**src/rtl/morv_bus_pkg.sv**
```systemverilog
// Shared types and bus widths for the two-master memory bus arbiter.
// Pure declarations; no logic, no latency, no backpressure.
package morv_bus_pkg;

   localparam int ADDR_W = 32;
   localparam int DATA_W = 32;
   localparam int STRB_W = 4;
   localparam int N_MST  = 2;

   typedef enum logic {
      IDLE = 1'b0,
      BUSY = 1'b1
   } state_t;

   typedef logic mst_idx_t;

endpackage

```
**src/rtl/morv_rr_arbiter2.sv**
```systemverilog
// Two-way round-robin pick: on a tie the master not granted last wins, a lone requester always wins.
// Purely combinational, zero latency; never stalls, valid simply follows any request.
module morv_rr_arbiter2
   import morv_bus_pkg::*;
(
   input  logic [N_MST-1:0] req,
   input  logic             last,
   output logic             grant,
   output logic             valid
);

   always_comb begin
      valid = |req;
      grant = 1'b0;
      if (req == 2'b11)
         grant = ~last;
      else
         grant = req[1];
   end

endmodule

```
**src/rtl/morv_bus_arbiter.sv**
```systemverilog
// Shares one memory bus between CPU (0) and DMA/debug (1): 1 idle arbitration cycle, then BUSY until ready or timeout.
// Completion is same-cycle with ready; a silent slave is cut off after TIMEOUT BUSY cycles with an error pulse.
module morv_bus_arbiter
   import morv_bus_pkg::*;
#(
   parameter int TIMEOUT = 16
) (
   input  logic                          clk,
   input  logic                          rst,
   input  logic [N_MST-1:0]              m_req,
   input  logic [N_MST-1:0][ADDR_W-1:0]  m_address,
   input  logic [N_MST-1:0][DATA_W-1:0]  m_wdata,
   input  logic [N_MST-1:0]              m_write,
   input  logic [N_MST-1:0][STRB_W-1:0]  m_wstrb,
   output logic [N_MST-1:0][DATA_W-1:0]  m_rdata,
   output logic [N_MST-1:0]              m_ready,
   output logic [N_MST-1:0]              m_err,
   output logic                          s_valid,
   output logic [ADDR_W-1:0]             address,
   output logic [DATA_W-1:0]             wdata,
   output logic                          write,
   output logic [STRB_W-1:0]             wstrb,
   input  logic [DATA_W-1:0]             rdata,
   input  logic                          ready
);

   localparam int CNT_W = (TIMEOUT > 1) ? $clog2(TIMEOUT) : 1;
   localparam logic [CNT_W-1:0] CNT_LAST = (TIMEOUT > 0) ? CNT_W'(TIMEOUT - 1) : '1;

   state_t           state;
   mst_idx_t         grant_q;
   mst_idx_t         last_q;
   mst_idx_t         arb_grant;
   logic             arb_valid;
   logic [CNT_W-1:0] cnt;
   logic             busy;
   logic             timeout_hit;
   logic             done;

   morv_rr_arbiter2 u_rr (
      .req   (m_req),
      .last  (last_q),
      .grant (arb_grant),
      .valid (arb_valid)
   );

   assign busy        = (state == BUSY);
   assign timeout_hit = (TIMEOUT > 0) && (cnt == CNT_LAST);
   assign done        = busy && (ready || timeout_hit);

   always_ff @(posedge clk or posedge rst) begin
      if (rst) begin
         state   <= IDLE;
         grant_q <= 1'b0;
         last_q  <= 1'b1;
         cnt     <= '0;
      end else begin
         case (state)
            IDLE: begin
               if (arb_valid) begin
                  grant_q <= arb_grant;
                  cnt     <= '0;
                  state   <= BUSY;
               end
            end
            BUSY: begin
               if (done) begin
                  state  <= IDLE;
                  last_q <= grant_q;
               end else if (cnt != '1) begin
                  // Saturate so an unbounded wait (TIMEOUT=0) can never wrap.
                  cnt <= cnt + CNT_W'(1);
               end
            end
         endcase
      end
   end

   always_comb begin
      s_valid = busy;
      address = '0;
      wdata   = '0;
      write   = 1'b0;
      wstrb   = '0;
      m_ready = '0;
      m_err   = '0;
      m_rdata = '0;
      if (busy) begin
         address = m_address[grant_q];
         wdata   = m_wdata[grant_q];
         write   = m_write[grant_q];
         wstrb   = m_wstrb[grant_q];
      end
      // ready beats a coincident timeout.
      if (done) begin
         m_ready[grant_q] = 1'b1;
         m_err[grant_q]   = !ready;
         m_rdata[grant_q] = ready ? rdata : '0;
      end
   end

endmodule

```
**config.mk**
```make
export PLATFORM = sky130hd
export DESIGN_NAME = morv_bus_arbiter
export DESIGN_NICKNAME = d
export VERILOG_FILES = /design/src/rtl/morv_bus_pkg.sv /design/src/rtl/morv_rr_arbiter2.sv /design/src/rtl/morv_bus_arbiter.sv
export SDC_FILE = /design/constraint.sdc
export NUM_CORES = 1
export LEC_CHECK = 0
export CAP_MARGIN = 20
export CELL_PAD_IN_SITES_DETAIL_PLACEMENT = 0
export CELL_PAD_IN_SITES_GLOBAL_PLACEMENT = 1
export CORE_ASPECT_RATIO = 0.8
export CORE_UTILIZATION = 15
export DETAILED_ROUTE_END_ITERATION = 10
export PLACE_DENSITY_LB_ADDON = 0.1
export SLEW_MARGIN = 20
export SYNTH_ARGS = -nofsm -noshare
export SYNTH_HDL_FRONTEND = slang
export SYNTH_HIERARCHICAL = 1
export SYNTH_SLANG_ARGS = --single-unit
```
**constraint.sdc**
```tcl
create_clock -name clk -period 3.2 [get_ports clk]
set_input_delay 0.32 -clock clk [delete_from_list [all_inputs] [get_ports clk]]
set_output_delay 0.32 -clock clk [all_outputs]
set_load 0.05 [all_outputs]
```
==> flow_summary.ini, run 1 <==
[outcome]
status = completed

[setup_path]
worst-path-max-fanout = 17
ff2ff_setup_slack_ns = 1.39
start_kind = register
rr_endpoint = last_q
required_ns = 2.88
worstSetupEndpoint = address[13]
r2r_start = grant_q
cp-startpoint = grant_q
worst_setup_path_end_kind = output pin
crit_type = register to output pin
critPathArrivalTime_ns = 2.28
reg2reg_depth = 4

[yosys]
synth_edf_count = 0
synth_seq_cells = 7
synthXorXnorAreaFrac_pct = 0
ys_types = 29
synth_commonest_cells = mux2i_1 (70), nor2b_1 (70), nor2_1 (66)
synth_top_area_cell = mux2i_1
synthMuxAreaShare_pct = 34.1
synthSimpleGateAreaFrac_pct = 43.8
synth_top_area_share_pct = 33.5
synthTopCellsByArea = mux2i_1 (34%), nor2b_1 (21%), nor2_1 (12%), dfrtp_1 (7.2%), nand2_1 (6.3%)
syn-cell-area_mm2 = 0.00209
ys_warn_count = 6
syn_area_per_cell_um2 = 6.94
synth_compound_area_share_pct = 3.11
yosysSeqAreaShare_pct = 8.44
synth_top_family_by_area = simple AND/OR/NAND/NOR gates
synth_fp_nets = 477
synthAdderAreaFrac_pct = 0.599
synthCells = 301
synthArstFlopShare_pct = 100
synth-main-ff-cell = dfrtp_1

[floorplan]
dieArea_mm2 = 0.0144
core_mm2 = 0.0136
die_h_um = 108
start_util_pct = 15.4
dieWidth_um = 134
boundaryPins = 313
rows = 38

[placed_design]
place_congestion = 0.799
dpl.hpwl_um = 10000
portBuffers = 312
pre_cts_ws_ns = 0.793

[grt]
grtUsageTotal_pct = 15.6
grt_pass1_wl_um = 17600
grt_pass1_vias = 2935
antenna_found_initial = 0
grt_start_max_net_pins = 71
grt.overflow.total = 0

[clock_network]
cts_tree = yes
cts.sinks = 7
path_clk_slew_ns = 0.04
ctsHoldBuffers = 0
root_buffer = clkbuf_16
cts_resized = 0
cts_buffer_depth = 2
cts_buffers = 3
htree_num_levels = 1
clkLatencyLatePin_ns = 0.23
post_cts_buffers = 0

[cells_and_area]
nets = 772
diodes = 0
fill_cells = 1317
drive_gt1_share_pct = 13.9
area_delta_synth_final_pct = 191

[flow_run]
drv_cap = 0

[timing]
period_needed_ns = 2.60
fmaxAchievable_mhz = 384
clock_skew_ns = 0.00475
rsz0062_at_grt = false
relSlewSlack_pct = 62.4
tightest_slew_ns = 0.562
fin_ws_ns = 0.597
setup_viol = 0
slew_violations = 0
fin_crit_sh_pct = 81.3
hold_violations = 0
fin_tns_setup_ns = 0

[drt]
drt-initial-drc-count = 130
vias = 3101
ant_nets = 0
drc_errors = 0
wirelength_um = 12200
wire_per_inst_um = 15.7
vias_per_cell = 4.00
firstDrtPassIters = 4

[pwr]
leakage_nw = 2.43
peakVddDrop_mv = 0.315
pwr_density_cell_mw_per_mm2 = 561

[worst_hold_path]
hp-class = input port to async pin
## metal layers
metal  global-route usage [%]  up-vias  wire length (µm)
li1                         -     1558                 -
met4                     1.38        0                36
met3                     2.97        6               837
met2                     30.2      125              6610
met1                     18.0     1412              4670
met5                        0        -                 0
## registers in the layout, summed over array words and instances, names as in the netlist
signal	cells
s_valid	1
last_q	1
cnt	4
grant_q	1
## report_power, final
| group | total [W] | leakage [nW] | internal, W | switching (W) |
|---|---|---|---|---|
| registers | 0.000197 | 0.0855 | 0.000126 | 0.0000715 |
| clock network | 0.000217 | 0.0382 | 0.000166 | 0.0000508 |
| logic | 0.00299 | 2.31 | 0.00122 | 0.00177 |
| total | 0.00340 | 2.43 | 0.00152 | 0.00189 |
## cell type report
class                   count  area [µm²]  area share, %
inverters                   6        22.5          0.371
multi-input cells         262        1700           28.1
repair buffers            316        3860           63.6
clock buffers               4        78.8           1.30
flip-flops and latches      7         181           2.99
well taps                 180         225           3.71
## cells by family (layout without fill, tap and decap cells)
logic type | count (synthesis) | count (layout)
compound gates | 8 | 8
fa+ha+maj | 1 | 1
buf+inv | 32 | 326
flops | 7 | 7
mux | 71 | 71
simple gates | 182 | 182
## how the worst min path moves through the flow
| stage | cells past startpoint | end | slack [ns] |
|---|---|---|---|
| CTS | 2 | cnt[1] | 0.35 |
| global route | 2 | cnt[3] | 0.40 |
| detailed placement | 1 | last_q | 0.51 |
| floorplan | 1 | cnt[0] | 0.12 |
| global placement | 1 | last_q | 0.50 |
| finish | 2 | cnt[3] | 0.36 |
## layout by cell type (no fill, tap or decap)
cell	synthesis	routed
nor3_1	2	2
dfstp_2	1	1
ha_1	1	1
dfrtp_1	6	4
a21boi_1	1	1
clkbuf_1	9	1
mux2i_1	70	70
inv_1	6	6
a31o_4	1	1
mux2_2	1	1
clkdlybuf4s50_1	0	244
or3_1	1	1
nor2b_1	70	70
nand3_1	1	1
o211ai_1	1	1
o21ai_1	2	2
nand2b_4	1	1
a31oi_1	1	1
nor2_1	66	66
and3_1	1	1
o221ai_1	1	1
clkbuf_16	0	3
a21o_1	1	1
buf_12	0	70
nand2b_1	1	1
nand2_1	35	35
dfrtp_4	0	1
dfrtp_2	0	1
nand3b_4	1	1
or2_1	2	2
nand3_4	1	1
buf_4	7	2
## critical path, cell delays in order (launching register included)
cell	delay [ns]
dfrtp_4	0.58
buf_4	0.37
mux2i_1	0.12
nor2b_1	0.12
clkdlybuf4s50_1	0.84
## per-stage QoR
| step | hold slack [ns] | instances | cell area, µm² | util, % | total power [W] |
|---|---|---|---|---|---|
| after global routing | 0.401 | 775 | 6070 | 44.6 | 0.00355 |
| after detailed placement | 0.507 | 771 | 5990 | 44.1 | 0.00321 |
| after global placement | 0.499 | 771 | 5990 | 44.1 | 0.00320 |
| after floorplan | 0.123 | 301 | 2090 | - | 0.00214 |
| after CTS | 0.355 | 775 | 6070 | 44.6 | 0.00343 |
| final | 0.360 | 775 | 6070 | 44.6 | 0.00340 |
Power figures use the tool's default switching activity.
==> run 2: changes to the inputs <==
- CORE_UTILIZATION: 15 -> 14
- clock period: 3.2 -> 2.51 ns (I/O delays scaled with it)
==> run 2 against run 1 <==
Clock power grew 23%. Routed wire length fell by 2.4%. Worst hold slack got worse by 0.096 ns. Final cell count grew 0.90%. Register-to-register slack got worse by 0.58 ns. Combinational power rose by 24%. First-iteration DRC count up 1.5%. Utilization fell by 3.7 points. Critical path depth rose by 1. Global-route usage shrank 0.96 points. Non-clock buffer count is 3 higher. The run now ends with DRC left.
==> flow_summary.ini, run 2 (same netlist as run 1, synthesis figures left out) <==
[floorplan]
boundaryPins = 313
dieWidth_um = 139
dieArea_mm2 = 0.0154
die_h_um = 111
core_mm2 = 0.0144
start_util_pct = 14.5
rows = 39

[timing]
setup_viol = 0
slew_violations = 0
fin_crit_sh_pct = 87.5
relSlewSlack_pct = 64.2
hold_violations = 0
rsz0062_at_grt = false
clock_skew_ns = 0.00285
tightest_slew_ns = 0.537
fin_tns_setup_ns = 0
fmaxAchievable_mhz = 455
period_needed_ns = 2.20

[clock_network]
path_clk_slew_ns = 0.04
cts_buffers = 3
clkLatencyLatePin_ns = 0.23
ctsHoldBuffers = 0
cts_tree = yes
post_cts_buffers = 0
root_buffer = clkbuf_16
cts_resized = 0
cts_buffer_depth = 2
htree_num_levels = 1
cts.sinks = 7

[drt]
firstDrtPassIters = 7
vias_per_cell = 3.95
ant_nets = 0
drc_errors = 20
vias = 3089
wirelength_um = 11900
drt-initial-drc-count = 132
wire_per_inst_um = 15.2

[pwr]
p_clk_share_pct = 6.3
peakVddDrop_mv = 0.632
swShare_pct = 56.9
pwr_density_cell_mw_per_mm2 = 716
p_switching_w = 0.00241
leakage_nw = 2.54
p_int_w = 0.00183
combPwrFrac_pct = 87.3
sequentialPowerShare_pct = 6.5

[flow_run]
drv_cap = 0

[grt]
antenna_found_initial = 0
grt.overflow.total = 0
grtUsageTotal_pct = 14.6
grt_start_max_net_pins = 65
grt_pass1_wl_um = 17800
grt_pass1_vias = 3045

[cells_and_area]
largest_reg_flops = 4
layout_common_cells = clkdlybuf4s50_1 (175), buf_4 (75), mux2i_1 (70), nor2b_1 (70), buf_12 (69)
fin_util_pct = 40.9
final_common_cell = clkdlybuf4s50_1
fill_cells = 1452
area_delta_synth_final_pct = 183
largest-register = cnt
instances_no_fill = 782
diodes = 0
drive_gt1_share_pct = 25.9
nets = 775

[setup_path]
slowest_stage = dfrtp_1
worst_setup_path_end_kind = output pin
slowest_delay_ns = 0.38
worst-path-max-fanout = 34
start_kind = register
reg2reg_depth = 5
required_ns = 2.26
crit_type = register to output pin
timing.critical_path.cells = ha_1 > a31o_4 > nand3b_4 > nor2_1 > buf_12
critPathArrivalTime_ns = 1.95

[placed_design]
dp.cells = 778
dpl.hpwl_um = 9940
place_congestion = 0.792
portBuffers = 312

[outcome]
violations = DRC
status = finished, violations left

[worst_hold_path]
hp-class = input port to async pin
==> run 2: cell types whose count changed in the layout (fill, tap and decap cells not counted) <==
cell / change
clkdlybuf4s50_1: -69
buf_4: +73
buf_12: -1
==> run 2: cell type report <==
type	count	area (µm²)	share of cell area [%]
Timing Repair Buffer	319	3700	62.5
Sequential cell	7	181	3.07
Clock buffer	4	78.8	1.33
Inverter	6	22.5	0.381
Multi-Input combinational cell	262	1700	28.8
Tap cell	184	230	3.89
==> run 2: per-stage QoR <==
stage | total power [W] | worst slack, ns | area (µm²) | hold slack [ns]
after detailed placement | 0.00401 | 0.431 | 5830 | 0.505
after global placement | 0.00400 | 0.464 | 5830 | 0.502
after floorplan | 0.00273 | 0.392 | 2090 | 0.0537
after CTS | 0.00428 | 0.247 | 5910 | 0.275
after global routing | 0.00444 | 0.143 | 5910 | 0.292
final | 0.00424 | 0.313 | 5910 | 0.263
==> run 2: routing by layer <==
metal,vias to the layer above,share of wire [%],global-route usage (%),routed length (µm)
met2,127,55,29.0,6570
met3,6,6.7,2.85,790
met1,1391,37,16.3,4400
li1,1565,-,-,-
met5,-,0,0,0
met4,0,0.82,1.57,97
==> run 2: critical path: cells and delay by family (launching register included) <==
kind	cells	cell delay [ns]
AOI/OAI and AO/OA	1	0.22
adders and majority gates	1	0.26
buffers and inverters	1	0.18
DFF	1	0.38
and+or+nand+nor	2	0.68
==> run 2: path summary, 6_finish.rpt <==
path,endpoint,slack [ns],startpoint
max,m_rdata[4],0.31,cnt[0]
min,grant_q,0.26,rst
min reg2reg,last_q,0.51,last_q
min in group clk,last_q,0.51,last_q
max in group asynchronous,last_q,1.97,rst
max reg2reg,last_q,0.81,cnt[0]
==> run 2: power groups by stage <==
stage	Combinational, W	Sequential, W	Clock, W
finish	0.00370	0.000274	0.000266
global route	0.00387	0.000288	0.000284
CTS	0.00373	0.000279	0.000270
detailed placement	0.00373	0.000281	0
global placement	0.00372	0.000280	0
floorplan	0.00253	0.000194	0
==> run 3: changes to the inputs <==
- RECOVER_POWER: not set -> 100
- SLEW_MARGIN: 20 -> 40
==> run 3 against run 2 <==
The flow still finishes with violations (DRC). Worst hold slack better by 0.14 ns. Combinational power shrank 7.6%. Utilization fell by 7.3 points. Die area did not move. Sequential share of layout area is 0.59 points higher. Non-clock buffer count is the same. Routed wire length rose by 1.1%. Critical path type unchanged. Global-route usage unchanged. Register-to-register slack is essentially flat. Critical endpoint is now address[31]. Largest power group unchanged.
==> flow_summary.ini, run 3 (same netlist as run 1, synthesis figures left out) <==
[outcome]
status = finished, violations left
violations = DRC

[floorplan]
dieWidth_um = 139
core_mm2 = 0.0144
rows = 39
boundaryPins = 313
start_util_pct = 14.5
dieArea_mm2 = 0.0154
die_h_um = 111

[grt]
grt.overflow.total = 0
antenna_found_initial = 0
grt_pass1_vias = 3045
grt_start_max_net_pins = 65
grtUsageTotal_pct = 14.6
grt_pass1_wl_um = 17800

[clock_network]
path_clk_slew_ns = 0.04
ctsHoldBuffers = 0
cts_resized = 0
root_buffer = clkbuf_16
cts_buffer_depth = 2
post_cts_buffers = 0
cts_buffers = 3
clkLatencyLatePin_ns = 0.23
cts.sinks = 7
htree_num_levels = 1
cts_tree = yes

[pwr]
p_clk_share_pct = 6.7
leakage_nw = 2.29
swShare_pct = 60.0
pwr_density_cell_mw_per_mm2 = 813
p_switching_w = 0.00237
p_int_w = 0.00158
peakVddDrop_mv = 0.630
combPwrFrac_pct = 86.5
sequentialPowerShare_pct = 6.7

[drt]
vias_per_cell = 3.97
wire_per_inst_um = 15.3
drc_errors = 20
vias = 3106
wirelength_um = 12000
ant_nets = 0
drt-initial-drc-count = 125
firstDrtPassIters = 7

[cells_and_area]
design_area_mm2 = 0.00486
largest_reg_flops = 4
largest-register = cnt
final_common_cell = clkdlybuf4s50_1
diodes = 0
drive_gt1_share_pct = 25.4
area_delta_synth_final_pct = 133
layout_common_cells = clkdlybuf4s50_1 (172), clkbuf_2 (79), mux2i_1 (70), nor2b_1 (70), nor2_1 (66)
nets = 775
fin_util_pct = 33.7

[timing]
tightest_slew_ns = 0.586
fin_crit_sh_pct = 90.4
fin_tns_setup_ns = 0
fmaxAchievable_mhz = 441
whs_ns = 0.403
slew_violations = 0
setup_viol = 0
clock_skew_ns = 0.00245
period_needed_ns = 2.27
hold_violations = 0
relSlewSlack_pct = 60.9
rsz0062_at_grt = false

[setup_path]
worst-path-max-fanout = 64
worst_setup_path_end_kind = output pin
timing.critical_path.cells = clkbuf_4 > nor2b_1 > clkbuf_2
required_ns = 2.26
slowest_stage = dfrtp_1
crit_type = register to output pin
slowest_delay_ns = 0.65
start_kind = register
cp-startpoint = s_valid
r2r_start = s_valid
critPathArrivalTime_ns = 2.02

[flow_run]
drv_cap = 0

[placed_design]
place_congestion = 0.792
dpl_cell_area_mm2 = 0.00583
portBuffers = 312
dpl.hpwl_um = 9940

[worst_hold_path]
hp-class = input port to async pin
## run 3: cell types whose count changed in the layout (fill, tap and decap cells not counted), sizes merged
| cell | previous run | this run |
|---|---|---|
| buf | 144 | 63 |
| clkbuf | 4 | 85 |
| clkdlybuf4s50 | 175 | 172 |
| dlygate4sd3 | 0 | 3 |
## run 3: worst paths after layout
check	endpoint	slack [ns]	depth (start not counted)
worst min register to register	last_q	0.51	1
worst max register to register	last_q	0.82	3
max in group asynchronous	last_q	1.83	2
worst min-delay path	grant_q	0.40	2
min in group clk	last_q	0.51	1
worst max-delay path	address[31]	0.24	3
## run 3: power by group through the flow
stage	Clock (W)	Sequential [W]	Combinational (W)
2_1_floorplan	0	0.000194	0.00253
3_3_place_gp	0	0.000280	0.00372
3_5_place_dp	0	0.000281	0.00373
4_1_cts	0.000270	0.000279	0.00373
5_1_grt	0.000284	0.000281	0.00359
6_report	0.000266	0.000266	0.00342
## run 3: metal layers
layer	vias up	routed length, µm	global-route usage (%)
li1	1565	-	-
met4	0	95	1.57
met1	1408	4560	16.3
met3	6	803	2.85
met2	127	6530	29.0
met5	-	0	0
## run 3: area by class of cell
cell class | count | area [µm²]
Fill cell | 1573 | 9580
Timing Repair Buffer | 319 | 2660
Multi-Input combinational cell | 262 | 1700
Tap cell | 184 | 230
Sequential cell | 7 | 178
Clock buffer | 4 | 78.8
Inverter | 6 | 22.5
## run 3: metrics by stage
| step | total power, W | setup WS, ns | std cells |
|---|---|---|---|
| floorplan | 0.00273 | 0.392 | 301 |
| global placement | 0.00400 | 0.464 | 778 |
| detailed placement | 0.00401 | 0.431 | 778 |
| CTS | 0.00428 | 0.247 | 782 |
| global route | 0.00416 | 0.0745 | 782 |
| finish | 0.00395 | 0.240 | 782 |
## run 3: worst max-delay path, delay by kind of cell, from the launching register on
kind | cells | cell delay [ns]
and+or+nand+nor | 1 | 0.20
DFF | 1 | 0.65
buffers and inverters | 2 | 0.91
